[src/rtl/si_bullet_datapath.sv]
`default_nettype none
// +----------------------------------------------------------------------------+
// | si_bullet_datapath: player-bullet position, step timer and hit detection   |
// | Revision 1.0                                                               |
// +----------------------------------------------------------------------------+
module si_bullet_datapath #(
  parameter int STEP_TICKS = 2500000,
  parameter int TIMER_W    = 22
) (
  input  logic        SI_BULLET_DATAPATH_CLOCK_50,
  input  logic        SI_BULLET_DATAPATH_RESET_InLow,
  input  logic        SI_BULLET_DATAPATH_ENABLEC_IN,
  input  logic        SI_BULLET_DATAPATH_LOAD_InLow,
  input  logic        SI_BULLET_DATAPATH_CLEAR_InLow,
  input  logic        SI_BULLET_DATAPATH_CTLMUX_IN,
  input  logic [2:0]  SI_BULLET_DATAPATH_PLAYER_COL_IN,
  input  logic [63:0] SI_BULLET_DATAPATH_ALIEN_MASK_IN,
  output logic        SI_BULLET_DATAPATH_COUNT1_OutLow,
  output logic        SI_BULLET_DATAPATH_COUNT7_OutLow,
  output logic        SI_BULLET_DATAPATH_BULLET_OutLow,
  output logic [63:0] SI_BULLET_DATAPATH_MATRIX_OUT,
  output logic        SI_BULLET_DATAPATH_HIT_VALID_OUT,
  output logic [2:0]  SI_BULLET_DATAPATH_HIT_ROW_OUT,
  output logic [2:0]  SI_BULLET_DATAPATH_HIT_COL_OUT,
  output logic [7:0]  SI_BULLET_DATAPATH_SHOTS_OUT
);

  localparam logic [TIMER_W-1:0] TIMER_LAST = TIMER_W'(STEP_TICKS - 1);

  logic               active_q, active_d;
  logic [2:0]         row_q, row_d;
  logic [2:0]         col_q, col_d;
  logic [TIMER_W-1:0] timer_q, timer_d;
  logic [7:0]         shots_q, shots_d;
  logic               count1_q, count1_d;
  logic               bullet_q, bullet_d;
  logic               hit_valid_q, hit_valid_d;
  logic [2:0]         hit_row_q, hit_row_d;
  logic [2:0]         hit_col_q, hit_col_d;

  logic       strobe;
  logic       spawn;
  logic       shift;
  logic [5:0] pos;
  logic       on_alien;

  assign strobe   = ~SI_BULLET_DATAPATH_LOAD_InLow;
  assign spawn    = strobe & ~SI_BULLET_DATAPATH_CTLMUX_IN & ~active_q;
  assign shift    = strobe &  SI_BULLET_DATAPATH_CTLMUX_IN &  active_q;
  assign pos      = {row_q, col_q};
  assign on_alien = active_q & SI_BULLET_DATAPATH_ALIEN_MASK_IN[pos];

  always_comb begin
    active_d    = active_q;
    row_d       = row_q;
    col_d       = col_q;
    timer_d     = timer_q;
    shots_d     = shots_q;
    count1_d    = 1'b1;
    bullet_d    = 1'b1;
    hit_valid_d = 1'b0;
    hit_row_d   = hit_row_q;
    hit_col_d   = hit_col_q;

    // A spawn restarts the step period so the first shift lands a full step later.
    if (!SI_BULLET_DATAPATH_CLEAR_InLow || spawn) begin
      timer_d = '0;
    end else if (timer_q == TIMER_LAST) begin
      timer_d  = '0;
      count1_d = 1'b0;
    end else begin
      timer_d = timer_q + 1'b1;
    end

    if (spawn) begin
      active_d = 1'b1;
      row_d    = 3'd7;
      col_d    = SI_BULLET_DATAPATH_PLAYER_COL_IN;
      if (SI_BULLET_DATAPATH_ENABLEC_IN && shots_q != 8'hFF) begin
        shots_d = shots_q + 8'd1;
      end
    end else if (on_alien) begin
      active_d    = 1'b0;
      hit_valid_d = 1'b1;
      bullet_d    = 1'b0;
      hit_row_d   = row_q;
      hit_col_d   = col_q;
    end else if (shift) begin
      if (row_q == 3'd0) begin
        active_d = 1'b0;
      end else begin
        row_d = row_q - 3'd1;
      end
    end
  end

  always_ff @(posedge SI_BULLET_DATAPATH_CLOCK_50) begin
    if (!SI_BULLET_DATAPATH_RESET_InLow) begin
      active_q    <= 1'b0;
      row_q       <= 3'd0;
      col_q       <= 3'd0;
      timer_q     <= '0;
      shots_q     <= 8'd0;
      count1_q    <= 1'b1;
      bullet_q    <= 1'b1;
      hit_valid_q <= 1'b0;
      hit_row_q   <= 3'd0;
      hit_col_q   <= 3'd0;
    end else begin
      active_q    <= active_d;
      row_q       <= row_d;
      col_q       <= col_d;
      timer_q     <= timer_d;
      shots_q     <= shots_d;
      count1_q    <= count1_d;
      bullet_q    <= bullet_d;
      hit_valid_q <= hit_valid_d;
      hit_row_q   <= hit_row_d;
      hit_col_q   <= hit_col_d;
    end
  end

  assign SI_BULLET_DATAPATH_COUNT1_OutLow  = count1_q;
  assign SI_BULLET_DATAPATH_COUNT7_OutLow  = active_q;
  assign SI_BULLET_DATAPATH_BULLET_OutLow  = bullet_q;
  assign SI_BULLET_DATAPATH_MATRIX_OUT     = active_q ? (64'd1 << pos) : 64'd0;
  assign SI_BULLET_DATAPATH_HIT_VALID_OUT  = hit_valid_q;
  assign SI_BULLET_DATAPATH_HIT_ROW_OUT    = hit_row_q;
  assign SI_BULLET_DATAPATH_HIT_COL_OUT    = hit_col_q;
  assign SI_BULLET_DATAPATH_SHOTS_OUT      = shots_q;

endmodule
`default_nettype wire
[config.mk]
export PLATFORM = sky130hd
export DESIGN_NAME = si_bullet_datapath
export DESIGN_NICKNAME = d
export VERILOG_FILES = /design/src/rtl/si_bullet_datapath.sv
export SDC_FILE = /design/constraint.sdc
export NUM_CORES = 1
export LEC_CHECK = 0
export CORE_MARGIN = 2
export CORE_UTILIZATION = 41
export CTS_CLUSTER_SIZE = 25
export DETAILED_ROUTE_END_ITERATION = 8
export PLACE_DENSITY = 0.83
export SYNTH_ARGS = -nofsm -noshare
export SYNTH_HDL_FRONTEND = slang
export SYNTH_SLANG_ARGS = --single-unit
[constraint.sdc]
create_clock -name SI_BULLET_DATAPATH_CLOCK_50 -period 6.1 [get_ports SI_BULLET_DATAPATH_CLOCK_50]
set_input_delay 1.22 -clock SI_BULLET_DATAPATH_CLOCK_50 [delete_from_list [all_inputs] [get_ports SI_BULLET_DATAPATH_CLOCK_50]]
set_output_delay 1.22 -clock SI_BULLET_DATAPATH_CLOCK_50 [all_outputs]
set_load 0.01 [all_outputs]
# Yosys cells after proc, flatten, opt, wreduce, memory -nomap -nowiden
# Index checks and enable logic that the tools add are counted.
[word_totals] regBits=46 out_inout_bits=82 elab_cells=57
[op_classes] n_addsub=3 magnitude_cmp=1 eq_ne=4 shift=1 mux=14 bitwise_logic=10 n_reduce_logical=14
[ops] op="64-bit two-way mux" count=1
[ops] op="1-bit by 6-bit << shifter with 64-bit output, first input constant" count=1
[ops] op="22-bit by 1-bit adder with 22-bit output, second input constant" count=1
[ops] op="22-bit equality test, second input constant" count=1
[ops] op="3-bit two-way mux" count=4
[ops] op="8-bit by 1-bit adder with 8-bit output, second input constant" count=1
[ops] op="1-bit two-way mux" count=8
[ops] op="8-bit inequality test, second input constant" count=1
[ops] op="6-bit by 7-bit < comparator with 1-bit output, second input constant" count=1
[ops] op="1-bit binary-select mux with 6-bit select" count=1
[ops] op="2-bit AND reduction" count=3
[ops] op="3-bit nonzero test" count=2
[ops] op="1-bit bitwise AND" count=5
[ops] op="1-bit NOT" count=5
[ops] op="2-bit inequality test, second input constant" count=2
[ops] op="2-bit OR reduction" count=2
[ops] op="3-bit zero test" count=1
[ops] op="3-bit AND reduction" count=1
[ops] op="3-bit OR reduction" count=1
[ops] op="3-bit by 1-bit subtractor with 3-bit output, second input constant" count=1
[ops] op="2-bit nonzero test" count=1
[ops] op="1-bit logical AND" count=1
[ops] op="1-bit zero test" count=1
[ops] op="1-bit logical OR" count=1

# Longest topological paths before layout
[logic_depth] word_depth=6 mapped_depth=10 ltp_nobuf=7

# Least setup slack after synthesis
# No wires, ideal clock.
[synth_path] path_type="input-to-reg" start="input SI_BULLET_DATAPATH_ALIEN_MASK_IN[31]" end="register row_q[2]" arrival_ps=2643 required_ps=5981 path_slack_ps=3338 cell_stages=7 cell_sequence="mux4_2 > and3_1 > a211oi_2 > a32o_2 > buf_6 > a31oi_1 > o221a_1"
[synth_via] elab_chain_len=5
[synth_lines] item="start, declared" line_no="17" source="input logic [63:0] SI_BULLET_DATAPATH_ALIEN_MASK_IN,"
[synth_lines] item="1-bit binary-select mux with 6-bit select" line_no="51" source="assign on_alien = active_q & SI_BULLET_DATAPATH_ALIEN_MASK_IN[pos];"
[synth_lines] item="1-bit two-way mux (implied by the code)" line_no="51"
[synth_lines] item="1-bit bitwise AND" line_no="51"
[synth_lines] item="2-bit inequality test (no source line)"
[synth_lines] item="3-bit AND reduction (no source line)"
[synth_lines] item="end signal, assigned" line_no="111" source="row_q <= row_d;"
[synth_lines] item="end, declared" line_no="31" source="logic [2:0] row_q, row_d;"
# Every way passes these cells. The select of a mux whose other input is x is not followed.
# A chain may end at the register's enable or synchronous reset.

# Worst setup path in the final report
[layout_path] start="register col_q[0]" end="output SI_BULLET_DATAPATH_MATRIX_OUT[25]"
[layout_via] elab_chain_len=2
[layout_lines] item="start, declared" line_no="32" source="logic [2:0] col_q, col_d;"
[layout_lines] item="start signal, assigned" line_no="112" source="col_q <= col_d;"
[layout_lines] item="1-bit by 6-bit << shifter with 64-bit output" line_no="126" source="assign SI_BULLET_DATAPATH_MATRIX_OUT = active_q ? (64'd1 << pos) : 64'd0;"
[layout_lines] item="64-bit two-way mux" line_no="126"
[layout_lines] item="end, declared" line_no="21" source="output logic [63:0] SI_BULLET_DATAPATH_MATRIX_OUT,"
# Every way passes these cells.

==> key figures <==
Timing
  – Final slew viol count: 0
  – Final setup fails: 0
  – Slew margin rel.: 0.350
  – Max Fclk: 258 MHz
  – Slew @ Worst Pin: 966 ps
  – Clock Skew: 5.51 ps
  – Setup_tns: 0 ps
  – RSZ-0062 raised after global routing: false
  – Hold WS: 464 ps
  – Final min period: 3870 ps
  – Final Hold Fails: 0
  – Final Cycle Share: 0.635

Hold path
  – Hold Crit Class: reg -> reg

Synth
  – Synth top area cells: dfxtp_1 31%, nor2_1 13%, mux4_2 9.1%, xor2_1 4.7%, nand2_1 4.7%
  – Synthesized area: 2970 um2
  – Synth unique cells: 49
  – Post-synth top area share: 0.310
  – Asr flop ratio synth: 0
  – Seq cells post-synth: 46
  – Post-synthesis sequential area ratio: 0.310
  – Top-count cell post-synth: nor2_1
  – Syn. warnings: 0
  – Synthesized area per cell: 8.07 um2
  – Synth Instances: 368
  – Top FF cell, synth: dfxtp_1
  – Post-synth EDFFs: 0
  – Synth top cells by count: 106 x nor2_1, 46 x dfxtp_1, 37 x nand2_1
  – Syn Nets: 445
  – Dominant cell type by area after synthesis: dfxtp_1

Floorplan
  – Die ar.: 7940 um2
  – Rows: 31
  – Core area: 7140 um2
  – Die X: 89.1 um
  – Initial Util: 0.416
  – # IOs: 155
  – Die height: 89.1 um

Worst setup path
  – CP Launch Type: flip-flop
  – Arr. time, crit path: 2650 ps
  – Reg2reg setup slack: 3330 ps
  – Worst-path fanout max: 14
  – Crit end category: output port
  – CP Class: reg -> out
  – CP required: 4880 ps

Layout
  – Ant diodes: 0
  – Fin nets: 591
  – Fraction of layout cells with a size suffix above 1: 0.0680
  – Final core utilization: 0.651
  – Area occupied by multi-input gates: 1920 um2
  – Fillcell total: 613
  – Area growth syn-to-layout: 56.5%
  – Seq. cell area: 921 um2

Clock tree
  – CTS Buf Count: 5
  – TritonCTS clock tree: done
  – Sink Count: 46
  – Cts hold-fix bufs: 0
  – H-tree Lvls: 2
  – CTS max path bufs: 2
  – Setup repair bufs after CTS: 0
  – Post-CTS resize count: 0
  – Root Buffer Master: clkbuf_8
  – Worst-path clk slew: 90 ps
  – Clock latency on the worst-skew pair: 300 ps

GRT
  – Total Routing Usage GR: 0.233
  – Largest net degree at the start of global routing: 24
  – Initial antenna violation count: 0
  – First-pass GRT wire length: 14.6 mm
  – Vias in the first global route: 3097
  – Grt ovf: 0

Drt
  – Vias: 3247
  – First DRT Iteration DRCs: 140
  – DR pass1 iterations: 4
  – Drt wl/cell: 15.3 um
  – Vias per inst: 5.29
  – Post-route ant nets: 0
  – DRC Markers: 0
  – DRT Wirelength: 9.39 mm

Power
  – Maximum vdd drop: 0.158 mV
  – Power Total: 660 uW
  – Lkg Pwr: 1.48 nW
  – Pwr per Cell Area: 142 nW/um2

Placement
  – Final HPWL DP: 7.44 mm
  – Routability cong.: 0.869
  – # port buffers: 154

Job
  – MaxCap Viol Count: 0

Run status
  – Status: finished clean
-- flip-flops by register name, summed over array words and instances, names as in the netlist --
name and flops:
SI_BULLET_DATAPATH_SHOTS_OUT 8, SI_BULLET_DATAPATH_HIT_ROW_OUT 3, SI_BULLET_DATAPATH_COUNT7_OutLow 1, SI_BULLET_DATAPATH_HIT_VALID_OUT 1, col_q 3, SI_BULLET_DATAPATH_BULLET_OutLow 1, SI_BULLET_DATAPATH_HIT_COL_OUT 3, timer_q 22
row_q 3, SI_BULLET_DATAPATH_COUNT1_OutLow 1
-- cells by family after synthesis --
| logic type | after synthesis | synth area share |
|---|---|---|
| muxes | 20 | 0.129 |
| xor gates and xnor gates | 25 | 0.0737 |
| buffers and inverters | 24 | 0.0434 |
| and+or+nand+nor | 210 | 0.321 |
| adders and majority gates | 4 | 0.0169 |
| DFF | 46 | 0.310 |
| AOI/OAI and AO/OA | 39 | 0.105 |
-- worst max-delay path, stage by stage, from the launching register on --
cell,delay [ps]
dfxtp_1,770
buf_4,340
nor2b_1,300
nand3_1,230
nor2_1,170
clkdlybuf4s50_1,550
-- area by class of cell --
| type | count | share of cell area |
|---|---|---|
| Multi-Input combinational cell | 298 | 0.413 |
| Clock buffer | 6 | 0.0178 |
| Clock inverter | 2 | 0.00350 |
| Timing Repair Buffer | 156 | 0.335 |
| Inverter | 7 | 0.00566 |
| Tap cell | 99 | 0.0267 |
| Sequential cell | 46 | 0.198 |
-- path summary, 6_finish.rpt --
kind	start	end	depth (start not counted)
hold / removal	timer_q[0]$_SDFF_PP0_	timer_q[0]$_SDFF_PP0_	1
hold reg to reg	timer_q[0]$_SDFF_PP0_	timer_q[0]$_SDFF_PP0_	1
setup / recovery	col_q[0]$_SDFFE_PN0P_	SI_BULLET_DATAPATH_MATRIX_OUT[25]	5
setup reg to reg	col_q[0]$_SDFFE_PN0P_	row_q[0]$_SDFFE_PN0P_	6
-- where the power goes --
part | internal (mW) | switching, mW
logic | 0.0798 | 0.0608
registers | 0.306 | 0.0131
clock network | 0.0934 | 0.107
total | 0.479 | 0.181
-- layout by cell type, fill, tap and decap left out, types with 4 or more instances in the layout --
| cell | count |
|---|---|
| a21oi_1 | 11 |
| and3_1 | 5 |
| clkbuf_8 | 6 |
| clkdlybuf4s50_1 | 154 |
| dfxtp_1 | 46 |
| ha_1 | 4 |
| inv_1 | 6 |
| mux2i_1 | 5 |
| mux4_2 | 12 |
| nand2_1 | 37 |
| nand3_1 | 27 |
| nand4_1 | 11 |
| nor2_1 | 106 |
| nor2b_1 | 6 |
| nor3_1 | 4 |
| o21ai_1 | 5 |
| xnor2_1 | 9 |
| xor2_1 | 16 |
-- stage by stage --
step | instances | instance area [um2] | setup WS (ps)
finish | 614 | 4650 | 2230
global placement | 606 | 4550 | 2580
global route | 614 | 4650 | 2000
floorplan | 368 | 2970 | 3340
detailed placement | 606 | 4550 | 2530
CTS | 614 | 4650 | 2190
-- layer usage --
metal	GRT usage	up-vias	routed length (um)
met3	0.0536	28	744
met1	0.261	1501	3610
li1	-	1578	-
met4	0.0896	0	310
met2	0.426	140	4720
met5	0	-	0
No activity file was read; power rests on OpenSTA's default activity.
